File: config.mk
export PLATFORM = sky130hd
export DESIGN_NAME = fetch_unit
export DESIGN_NICKNAME = d
export VERILOG_FILES = /design/src/rtl/fetch_pkg.sv /design/src/rtl/fetch_unit.sv
export SDC_FILE = /design/constraint.sdc
export NUM_CORES = 1
export LEC_CHECK = 0
export ABC_CLOCK_PERIOD_IN_PS = 1800
export BUFFER_PORTS_ARGS = -buffer_cell sky130_fd_sc_hd__buf_2
export CAP_MARGIN = 15
export CORE_AREA = 2 2 103 105
export CTS_BUF_LIST = sky130_fd_sc_hd__clkbuf_16
export CTS_CLUSTER_SIZE = 8
export DETAILED_ROUTE_END_ITERATION = 10
export DIE_AREA = 0 0 105 107
export PLACE_DENSITY = 0.81
export SYNTH_ARGS = -nofsm -noshare
export SYNTH_HDL_FRONTEND = slang
export SYNTH_SLANG_ARGS = --single-unit
File: constraint.sdc
create_clock -name clk -period 1.8 [get_ports clk]
set_input_delay 0 -clock clk [delete_from_list [all_inputs] [get_ports clk]]
set_output_delay 0 -clock clk [all_outputs]
set_load 0.05 [all_outputs]
File: src/rtl/fetch_pkg.sv
// Shared definitions for the instruction-fetch stage: FSM encoding and
// fixed constants.
package fetch_pkg;

  typedef enum logic [1:0] {
    ST_FETCH  = 2'd0,
    ST_WAIT   = 2'd1,
    ST_HOLD   = 2'd2,
    ST_HALTED = 2'd3
  } fetch_state_t;

  localparam logic [31:0] DEFAULT_RESET_PC = 32'h0000_0000;
  localparam logic [31:0] INSTR_BYTES      = 32'd4;

endpackage

File: src/rtl/fetch_unit.sv
// Instruction-fetch stage: one-outstanding-read fetcher feeding the decoder
// over valid/ready. Optional retired-instruction counter behind FETCH_PERF_EN.
module fetch_unit
  import fetch_pkg::*;
#(
  parameter logic [31:0] RESET_PC = DEFAULT_RESET_PC
) (
  input  logic        clk,
  input  logic        reset,
  output logic [31:0] mem_addr,
  output logic        mem_rstrb,
  input  logic [31:0] mem_rdata,
  output logic        instr_valid,
  output logic [31:0] instr,
  output logic [31:0] instr_pc,
  input  logic        instr_ready,
  input  logic        redirect_valid,
  input  logic [31:0] redirect_pc,
  input  logic        halt,
`ifdef FETCH_PERF_EN
  output logic [31:0] retired_count,
`endif
  output logic        halted
);

  fetch_state_t state_q, state_d;
  logic [31:0]  pc_q, pc_d;
  logic [31:0]  instr_q, instr_d;
  logic [31:0]  instr_pc_q, instr_pc_d;
  logic         handshake;

  assign handshake = (state_q == ST_HOLD) && instr_ready;

  // Priority below reset: halt, then redirect, then the normal fetch cycle.
  always_comb begin
    state_d    = state_q;
    pc_d       = pc_q;
    instr_d    = instr_q;
    instr_pc_d = instr_pc_q;
    if (halt) begin
      state_d = ST_HALTED;
    end else if ((state_q != ST_HALTED) && redirect_valid) begin
      pc_d    = redirect_pc & 32'hFFFF_FFFC;
      state_d = ST_FETCH;
    end else begin
      case (state_q)
        ST_FETCH: state_d = ST_WAIT;
        ST_WAIT: begin
          instr_d    = mem_rdata;
          instr_pc_d = pc_q;
          state_d    = ST_HOLD;
        end
        ST_HOLD: begin
          if (instr_ready) begin
            pc_d    = pc_q + INSTR_BYTES;
            state_d = ST_FETCH;
          end
        end
        default: state_d = ST_HALTED;
      endcase
    end
  end

  always_ff @(posedge clk) begin
    if (reset) begin
      state_q    <= ST_FETCH;
      pc_q       <= RESET_PC & 32'hFFFF_FFFC;
      instr_q    <= '0;
      instr_pc_q <= '0;
    end else begin
      state_q    <= state_d;
      pc_q       <= pc_d;
      instr_q    <= instr_d;
      instr_pc_q <= instr_pc_d;
    end
  end

`ifdef FETCH_PERF_EN
  logic [31:0] retired_q, retired_d;

  // A handshake only exists in HOLD, so the count is naturally frozen in HALTED.
  always_comb begin
    retired_d = retired_q;
    if (handshake) retired_d = retired_q + 32'd1;
  end

  always_ff @(posedge clk) begin
    if (reset) retired_q <= '0;
    else       retired_q <= retired_d;
  end

  assign retired_count = retired_q;
`endif

  assign mem_addr    = pc_q;
  assign mem_rstrb   = (state_q == ST_FETCH) && !reset;
  assign instr_valid = (state_q == ST_HOLD) && !reset;
  assign halted      = (state_q == ST_HALTED) && !reset;
  assign instr       = instr_q;
  assign instr_pc    = instr_pc_q;

  logic unused_handshake;
  assign unused_handshake = handshake;

endmodule
==> flow_metrics.env <==
export IMPL_antenna_found_initial=0
export IMPL_powerDensity_nw_per_um2=791
export IMPL_nets=878
export IMPL_wl_met1_mm=5.95
export IMPL_rsz0062_at_grt="yes"
export IMPL_cp_data_required_time_ps=2070
export IMPL_highest_layer="met4"
export IMPL_cts_tree="done"
export IMPL_syn_area_um2=4400
export IMPL_antenna_cells=0
export IMPL_worstSetupPathType="reg -> reg"
export IMPL_grt_max_degree=50
export IMPL_clkSinkCount=94
export IMPL_drt_wl_total_mm=14.8
export IMPL_fin_crit_ps=1820
export IMPL_start_kind="flop"
export IMPL_htreeDepth=3
export IMPL_ant_nets=0
export IMPL_numPortBuffers=161
export IMPL_p_total_mw=5.15
export IMPL_fin_skew_ps=7.96
export IMPL_yosysUniqueCellTypes=57
export IMPL_area_growth_pct=48.1
export IMPL_yosysWarnings=0
export IMPL_dpl_cell_area_um2=5560
export IMPL_ys_ff_latch=94
export IMPL_clockBufferDepth=2
export IMPL_hp_class="in -> reg"
export IMPL_die_h_um=107
export IMPL_cp_arrival_ps=2090
export IMPL_core_area_um2=10100
export IMPL_finish_instance_area_um2=6510
export IMPL_insertion_delay_ps=340
export IMPL_status="complete, but fails checks"
export IMPL_peakVddDrop_mv=0.527
export IMPL_max_freq_mhz=551
export IMPL_finalCritPeriodShare=1.01
export IMPL_avgViaCountPerCell=5.41
export IMPL_place_gp_congestion=0.910
export IMPL_fin_tns_setup_ps=-16.3
export IMPL_pre_cts_slack_ps=-69.4
export IMPL_wl_met3_mm=1.03
export IMPL_max_cap_violations=0
export IMPL_clk_pin_slew_ps=70
export IMPL_grt_pass1_wl_mm=23.0
export IMPL_hold_viol=0
export IMPL_cp_max_fo=4
export IMPL_gr_total_overflow=0
export IMPL_wl_per_cell_um=15.6
export IMPL_cts_made_buffers=9
export IMPL_synth_edf_count=0
export IMPL_firstDrtPassIters=8
export IMPL_slew_violations=0
export IMPL_yosys_most_used_dff="dfxtp_1"
export IMPL_async_flop_share=0
export IMPL_routed_wl_met2_mm=7.45
export IMPL_drive_gt1_frac=0.344
export IMPL_violations="negative setup slack"
export IMPL_hold_worst_slack_ps=18.9
export IMPL_hpwl_mm=9.75
export IMPL_synth_cells=576
export IMPL_end_kind="flop"
export IMPL_start_util=0.436
export IMPL_setup_viol=1
export IMPL_seq_area_frac_synth=0.428
export IMPL_synth_avg_cell_area_um2=7.63
export IMPL_p_leak_nw=2.81
export IMPL_fillers=881
export IMPL_finalWorstSetupSlack_ps=-16.3
export IMPL_num_vias=5112
export IMPL_die_area_um2=11200
export IMPL_root_buffer="clkbuf_16"
export IMPL_drc=0
export IMPL_grt_pass1_vias=4816
export IMPL_pin_count=168
export IMPL_dr_first_iter_drc_count=388
export IMPL_rows=37
export IMPL_grt_use_total=0.253
export IMPL_die_w_um=105
==> per-layer routing <==
metal | vias up | track usage
met2 | 234 | 0.445
met1 | 2401 | 0.297
met3 | 30 | 0.0547
li1 | 2447 | -
met4 | 0 | 0.110
met5 | - | 0
==> area by class of cell <==
class	instances	area, um^2	area share
clock buffers	9	225	0.0346
inverters	8	30.0	0.00461
flip-flops and latches	94	1950	0.299
repair buffers	259	1690	0.260
multi-input cells	432	2370	0.364
well taps	136	170	0.0261
clock inverters	7	78.8	0.0121
==> layout by cell type, fill, tap and decap left out, types with 4 or more instances in the layout <==
| cell | instances |
|---|---|
| a21oi_1 | 86 |
| a22oi_1 | 4 |
| a31oi_1 | 6 |
| and3_1 | 8 |
| buf_2 | 161 |
| buf_4 | 48 |
| clkbuf_16 | 9 |
| conb_1 | 4 |
| dfxtp_1 | 72 |
| dfxtp_2 | 7 |
| dfxtp_4 | 15 |
| dlygate4sd3_1 | 45 |
| inv_1 | 7 |
| mux2i_1 | 8 |
| nand2_1 | 158 |
| nand3_1 | 11 |
| nand4_1 | 10 |
| nor2_1 | 35 |
| nor2b_1 | 5 |
| nor3_1 | 9 |
| o21ai_0 | 17 |
| o22ai_1 | 6 |
| o31ai_1 | 4 |
==> cell usage after synthesis (all sizes together), types with 5 or more instances <==
| library cell | count | share of area |
|---|---|---|
| a31oi | 6 | 0.0085 |
| nor2b | 5 | 0.0071 |
| nor3 | 10 | 0.013 |
| and3 | 10 | 0.015 |
| a21oi | 87 | 0.099 |
| o22ai | 6 | 0.0085 |
| nor2 | 36 | 0.031 |
| o21ai | 19 | 0.022 |
| dfxtp | 94 | 0.43 |
| nand2 | 159 | 0.14 |
| clkbuf | 37 | 0.045 |
| nand4 | 11 | 0.017 |
| nand3 | 16 | 0.024 |
| inv | 7 | 0.0060 |
| ha | 5 | 0.014 |
| mux2i | 8 | 0.018 |
| buf | 7 | 0.011 |
==> logic make-up after synthesis <==
group | share of synthesized area
AND/OR/NAND/NOR | 0.276
AO/OA/AOI/OAI | 0.195
flip-flops | 0.428
buffers and inverters | 0.0652
multiplexers | 0.0208
adder cells (fa/ha/maj) | 0.0142
other | 0.000853
==> worst max-delay path, cell delays in order, from the launching register on <==
cell	delay [ps]
dfxtp_2	370
ha_4	150
and2b_2	220
or3_4	380
or4_1	480
a31oi_1	160
==> final timing paths <==
check	start	depth (start not counted)	slack, ps	end
min	redirect_pc[5]	5	20	mem_addr[5]
max	state_q[1]	5	-20	mem_addr[26]
max reg2reg	state_q[1]	5	-20	mem_addr[26]
min reg2reg	instr_pc[19]	2	450	instr_pc[19]
==> what timing repair did <==
item                                    CTS  global route
cloned                                    0             1
pin swaps                                 2             5
endpoints found under the setup margin    6            16
resized for setup                         6            12
buffers inserted                          1            13
hold buffers                             45             0
endpoints found under the hold margin    57             0
==> power breakdown <==
part           switching [mW]  internal [mW]
Combinational           0.611          0.352
Sequential             0.0856           2.14
Clock                   0.862           1.10
==> flip-flops by register name, indices dropped and copies added (netlist names) <==
register and flops:
instr 32, instr_pc 30, mem_addr 30, state_q 2
==> metrics by stage <==
| stage | std cells | util |
|---|---|---|
| global route | 945 | 0.645 |
| detailed placement | 869 | 0.550 |
| CTS | 931 | 0.628 |
| global placement | 869 | 0.550 |
| finish | 945 | 0.645 |
| floorplan | 579 | - |
(Power assumes the default switching activity.)
